## config.mk

```make
export PLATFORM = sky130hd
export DESIGN_NAME = mips_multicycle_ctrl
export DESIGN_NICKNAME = d
export VERILOG_FILES = /design/src/rtl/mips_multicycle_ctrl.sv
export SDC_FILE = /design/constraint.sdc
export NUM_CORES = 1
export LEC_CHECK = 0
export ABC_AREA = 1
export CORE_MARGIN = 1.5
export CORE_UTILIZATION = 38
export CTS_CLUSTER_DIAMETER = 60
export DETAILED_ROUTE_END_ITERATION = 6
export PLACE_DENSITY = 0.83
export SKIP_CTS_REPAIR_TIMING = 1
export SLEW_MARGIN = 40
export SYNTH_ARGS = -nofsm -noshare
export SYNTH_HDL_FRONTEND = slang
export SYNTH_SLANG_ARGS = --single-unit
export TNS_END_PERCENT = 5
```

## constraint.sdc

```tcl
create_clock -name clk -period 1.88 [get_ports clk]
set_input_delay 0.376 -clock clk [delete_from_list [all_inputs] [get_ports clk]]
set_output_delay 0.376 -clock clk [all_outputs]
set_load 0.1 [all_outputs]
```

## src/rtl/mips_multicycle_ctrl.sv

```systemverilog
// mips_multicycle_ctrl
//
// Main control FSM for the multicycle MIPS datapath. Sequences the shared ALU,
// memory port, register file and immediate extender through the fetch, decode,
// execute, memory and writeback phases of each instruction.
//
// Optional feature macro: ZERO_EXT_IMM_EN
//   defined   -> ANDI/ORI decode to LOGIEX (zero-extended logic immediate)
//   undefined -> LOGIEX absent, ext_zero held 0, ANDI/ORI are illegal opcodes
//
// Ports:
//   clk, reset        clock (rising edge), synchronous active-high reset
//   op[5:0]           opcode from instruction register
//   zero              ALU zero flag (affects pc_en in BRANCH only)
//   mem_ready         memory handshake, access completes when 1
//   pc_en             PC write enable = pc_write | (branch & zero)
//   iord              memory address select: 0=PC, 1=ALUOut
//   mem_write         memory write strobe
//   mem_req           memory access request
//   ir_write          instruction register load
//   reg_dst           write register: 0=rt, 1=rd
//   mem_to_reg        writeback data: 0=ALUOut, 1=MDR
//   reg_write         register file write enable
//   alu_src_a         ALU A: 0=PC, 1=rs
//   alu_src_b[1:0]    ALU B: 00=rt, 01=4, 10=imm, 11=imm<<2
//   alu_op[1:0]       00=add, 01=sub, 10=funct, 11=logic-imm
//   pc_src[1:0]       00=ALU result, 01=ALUOut, 10=jump target
//   ext_zero          extender mode: 0=sign, 1=zero
//   illegal_op        one-cycle pulse on unknown opcode
//   instr_done        one-cycle pulse in final state of each instruction
//   state[3:0]        current state code (debug)

module mips_multicycle_ctrl (
    input  logic       clk,
    input  logic       reset,
    input  logic [5:0] op,
    input  logic       zero,
    input  logic       mem_ready,
    output logic       pc_en,
    output logic       iord,
    output logic       mem_write,
    output logic       mem_req,
    output logic       ir_write,
    output logic       reg_dst,
    output logic       mem_to_reg,
    output logic       reg_write,
    output logic       alu_src_a,
    output logic [1:0] alu_src_b,
    output logic [1:0] alu_op,
    output logic [1:0] pc_src,
    output logic       ext_zero,
    output logic       illegal_op,
    output logic       instr_done,
    output logic [3:0] state
);

    localparam logic [5:0] OP_RTYPE = 6'b000000;
    localparam logic [5:0] OP_LW    = 6'b100011;
    localparam logic [5:0] OP_SW    = 6'b101011;
    localparam logic [5:0] OP_BEQ   = 6'b000100;
    localparam logic [5:0] OP_ADDI  = 6'b001000;
    localparam logic [5:0] OP_J     = 6'b000010;
`ifdef ZERO_EXT_IMM_EN
    localparam logic [5:0] OP_ANDI  = 6'b001100;
    localparam logic [5:0] OP_ORI   = 6'b001101;
`endif

    typedef enum logic [3:0] {
        FETCH  = 4'd0,
        DECODE = 4'd1,
        MEMADR = 4'd2,
        MEMRD  = 4'd3,
        MEMWB  = 4'd4,
        MEMWR  = 4'd5,
        EXEC   = 4'd6,
        ALUWB  = 4'd7,
        BRANCH = 4'd8,
        ADDIEX = 4'd9,
        ADDIWB = 4'd10,
`ifdef ZERO_EXT_IMM_EN
        JUMP   = 4'd11,
        LOGIEX = 4'd12
`else
        JUMP   = 4'd11
`endif
    } state_t;

    state_t state_q, state_d;
    logic   pc_write;
    logic   branch;

    always_ff @(posedge clk) begin
        if (reset) begin
            state_q <= FETCH;
        end else begin
            state_q <= state_d;
        end
    end

    always_comb begin
        state_d    = FETCH;
        pc_write   = 1'b0;
        branch     = 1'b0;
        iord       = 1'b0;
        mem_write  = 1'b0;
        mem_req    = 1'b0;
        ir_write   = 1'b0;
        reg_dst    = 1'b0;
        mem_to_reg = 1'b0;
        reg_write  = 1'b0;
        alu_src_a  = 1'b0;
        alu_src_b  = 2'b00;
        alu_op     = 2'b00;
        pc_src     = 2'b00;
        ext_zero   = 1'b0;
        illegal_op = 1'b0;
        instr_done = 1'b0;

        case (state_q)
            FETCH: begin
                mem_req   = 1'b1;
                alu_src_b = 2'b01;
                // IR load and PC+4 update only commit once memory returns data
                ir_write  = mem_ready;
                pc_write  = mem_ready;
                state_d   = mem_ready ? DECODE : FETCH;
            end
            DECODE: begin
                // ALU precomputes the branch target while the opcode is decoded
                alu_src_b = 2'b11;
                case (op)
                    OP_LW, OP_SW: state_d = MEMADR;
                    OP_RTYPE:     state_d = EXEC;
                    OP_BEQ:       state_d = BRANCH;
                    OP_ADDI:      state_d = ADDIEX;
                    OP_J:         state_d = JUMP;
`ifdef ZERO_EXT_IMM_EN
                    OP_ANDI, OP_ORI: state_d = LOGIEX;
`endif
                    default: begin
                        illegal_op = 1'b1;
                        state_d    = FETCH;
                    end
                endcase
            end
            MEMADR: begin
                alu_src_a = 1'b1;
                alu_src_b = 2'b10;
                state_d   = (op == OP_LW) ? MEMRD : MEMWR;
            end
            MEMRD: begin
                mem_req = 1'b1;
                iord    = 1'b1;
                state_d = mem_ready ? MEMWB : MEMRD;
            end
            MEMWB: begin
                mem_to_reg = 1'b1;
                reg_write  = 1'b1;
                instr_done = 1'b1;
                state_d    = FETCH;
            end
            MEMWR: begin
                mem_req    = 1'b1;
                iord       = 1'b1;
                mem_write  = 1'b1;
                instr_done = mem_ready;
                state_d    = mem_ready ? FETCH : MEMWR;
            end
            EXEC: begin
                alu_src_a = 1'b1;
                alu_op    = 2'b10;
                state_d   = ALUWB;
            end
            ALUWB: begin
                reg_dst    = 1'b1;
                reg_write  = 1'b1;
                instr_done = 1'b1;
                state_d    = FETCH;
            end
            BRANCH: begin
                alu_src_a  = 1'b1;
                alu_op     = 2'b01;
                pc_src     = 2'b01;
                branch     = 1'b1;
                instr_done = 1'b1;
                state_d    = FETCH;
            end
            ADDIEX: begin
                alu_src_a = 1'b1;
                alu_src_b = 2'b10;
                state_d   = ADDIWB;
            end
            ADDIWB: begin
                reg_write  = 1'b1;
                instr_done = 1'b1;
                state_d    = FETCH;
            end
            JUMP: begin
                pc_src     = 2'b10;
                pc_write   = 1'b1;
                instr_done = 1'b1;
                state_d    = FETCH;
            end
`ifdef ZERO_EXT_IMM_EN
            LOGIEX: begin
                alu_src_a = 1'b1;
                alu_src_b = 2'b10;
                alu_op    = 2'b11;
                ext_zero  = 1'b1;
                state_d   = ADDIWB;
            end
`endif
            // Unused codes recover to FETCH
            default: state_d = FETCH;
        endcase
    end

    assign pc_en = pc_write | (branch & zero);
    assign state = state_q;

endmodule

```

==> out/metrics.csv <==
stage;metric;value;unit
drt;drtAntennaViolNets;0;
worst_setup_path;critPathMaxFanout;3;
worst_setup_path;crit_path_top_delay_cell;clkdlybuf4s50_1;
global_route;grt_pass1_wl;2.90;mm
layout;finish.utilization;0.964;
place;dpl_cell_area;1130;µm²
drt;drt_iter0_markers;32;
clock_network;cts_tree;done;
floorplan;num_rows;13;
worst_setup_path;critPathLaunchType;input port;
job;maxCapViolations;0;
global_route;grt_usage;0.270;
clock_network;cts.path.max_buffers;2;
clock_network;clock-root-buffer;clkbuf_4;
timing;finalSetupTns;-0.139;ns
worst_setup_path;crit_arrival;1.56;ns
drt;firstDrtPassIters;4;
timing;hold_viol_final;0;
power_and_ir_drop;ir_drop;0.000346;V
worst_setup_path;r2r_start;state[3]$_SDFF_PP0_;
power_and_ir_drop;p_leak;0.606;nW
place;place_ws;-0.142;ns
place;place_congestion;0.823;
layout;layout.cells.most_common;buf_12;
floorplan;design.die.area;1570;µm²
worst_setup_path;cp.required;1.50;ns
worst_setup_path;worstSetupEndpointType;output pin;
floorplan;die_w;39.6;µm
timing;setup_slack;-0.0554;ns
worst_setup_path;r2r_cells;7;
timing;post-route-period-util;1.03;
place;dp_hpwl;1.55;mm
run_status;violations;negative setup slack;
timing;drv_slew;0;
worst_setup_path;timing.rr.end;state[0]$_SDFF_PP0_;
clock_network;numCtsBuffers;3;
worst_setup_path;worstPathCellList;clkdlybuf4s50_1 > nand3_1 > inv_1 > a211o_2 > buf_12;
worst_setup_path;critPathMaxStageDelay;0.46;ns
drt;wl_per_cell;17.6;µm
worst_setup_path;crit_path_start;mem_ready;
timing;finalSetupViolCount;3;
synthesis;ys_seq_elements;4;
floorplan;io_pins;32;
layout;largest_register_ffs;4;
global_route;grt_overflow;0;
drt;finalWirelength;2.55;mm
synthesis;ys_seq_area_frac;0.157;
clock_network;worstSkewPairLatency;0.23;ns
floorplan;coreArea;1270;µm²
layout;areaGrowthSynthToFinish;140;%
clock_network;clk_pin_slew;0.03;ns
clock_network;h-tree-depth;1;
synthesis;syn-num-nets;105;
drt;drc;0;
timing;period_minus_slack;1.94;ns
layout;antenna_cells;0;
global_route;grt_pass1_vias;702;
timing;fin_hold_ws;0.706;ns
global_route;grt_max_degree;7;
timing;rsz0062_at_grt;yes;
synthesis;ys_warn_count;0;
drt;vias;816;
synthesis;synthesis.area;509;µm²
worst_setup_path;r2r_setup_slack;0.56;ns
synthesis;ys_types;19;
place;io_buffers;30;
min_path;min_path_type;reg2reg;
clock_network;cts_num_sinks;4;
layout;drive_above_1_share;0.485;
timing;fin_worst_skew;0.00445;ns
drt;via_per_inst;5.63;
run_status;outcome;finished, violations left;
synthesis;synth_cells;95;
floorplan;die_h;39.6;µm
power_and_ir_drop;powerDensity;351;nW/µm²
timing;fmax;0.517;GHz
synthesis;postSynthAreaPerCell;5.36;µm²
global_route;antenna_found_initial;0;
min_path;min_from;state[2]$_SDFF_PP0_;
worst_setup_path;crit_type;in2out;
floorplan;initial_core_util;0.401;
layout;final_cell_mix;buf_12, nand2_1, nor2_4, nor2_1, nand3_1;
worst_setup_path;endpoint;pc_en;
layout;postLayoutCellArea;1220;µm²
layout;nets;142;
## cell type report
type | instances | area (µm²)
Sequential cell | 4 | 95.1
Inverter | 18 | 71.3
Multi-Input combinational cell | 71 | 460
Fill cell | 27 | 45.0
Timing Repair Buffer | 34 | 556
Tap cell | 15 | 18.8
Clock buffer | 3 | 22.5
## where the power goes
group,total (mW),internal (mW),switching (mW)
combinational,0.234,0.0793,0.155
clock,0.106,0.0714,0.0344
sequential,0.0890,0.0830,0.00604
## synth_stat cells
cell	number	area (µm²)
a211o_1	1	8.76
a21oi_1	4	20.0
buf_4	2	15.0
clkinv_1	2	7.51
conb_1	1	3.75
dfxtp_1	4	80.1
inv_1	12	45.0
inv_2	4	15.0
nand2_1	17	63.8
nand2_2	2	12.5
nand2_4	1	11.3
nand2b_1	1	6.26
nand3_1	14	70.1
nor2_1	22	82.6
nor2_2	2	12.5
nor2_4	3	33.8
o211ai_1	1	7.51
o21ai_0	1	5.00
o221ai_1	1	8.76
## metal layers
| metal | vias up | share of wire | global-route usage |
|---|---|---|---|
| li1 | 366 | - | - |
| met1 | 379 | 0.35 | 0.273 |
| met2 | 61 | 0.56 | 0.545 |
| met3 | 10 | 0.054 | 0.0398 |
| met4 | 0 | 0.033 | 0.0776 |
| met5 | - | 0 | 0 |
## worst min-delay path by stage
stage / end / slack (ns) / depth (start not counted)
3_5_place_dp: state[3]$_SDFF_PP0_ / 0.71 / 4
4_1_cts: state[2]$_SDFF_PP0_ / 0.72 / 5
5_1_grt: state[3]$_SDFF_PP0_ / 0.73 / 3
2_1_floorplan: state[0]$_SDFF_PP0_ / 0.44 / 1
6_report: state[3]$_SDFF_PP0_ / 0.71 / 3
3_3_place_gp: state[3]$_SDFF_PP0_ / 0.70 / 4
## worst max-delay path, delay by kind of cell
family | cells | cell delay (ns)
and+or+nand+nor | 1 | 0.15
AOI/OAI and AO/OA | 1 | 0.30
buffers and inverters | 3 | 0.73
## cells by family after synthesis
kind of cell           count (synthesis)  share of synthesized area
AND/OR/NAND/NOR                       62                      0.575
buffers and inverters                 20                      0.162
flip-flops                             4                      0.157
other                                  1                    0.00736
AO/OA/AOI/OAI                          8                     0.0983
## metrics by stage
| stage | instances | total power, mW |
|---|---|---|
| floorplan | 95 | 0.226 |
| global placement | 141 | 0.307 |
| detailed placement | 141 | 0.311 |
| CTS | 144 | 0.418 |
| global route | 145 | 0.441 |
| finish | 145 | 0.429 |
Note: power is estimated with default switching activity, not from simulation.
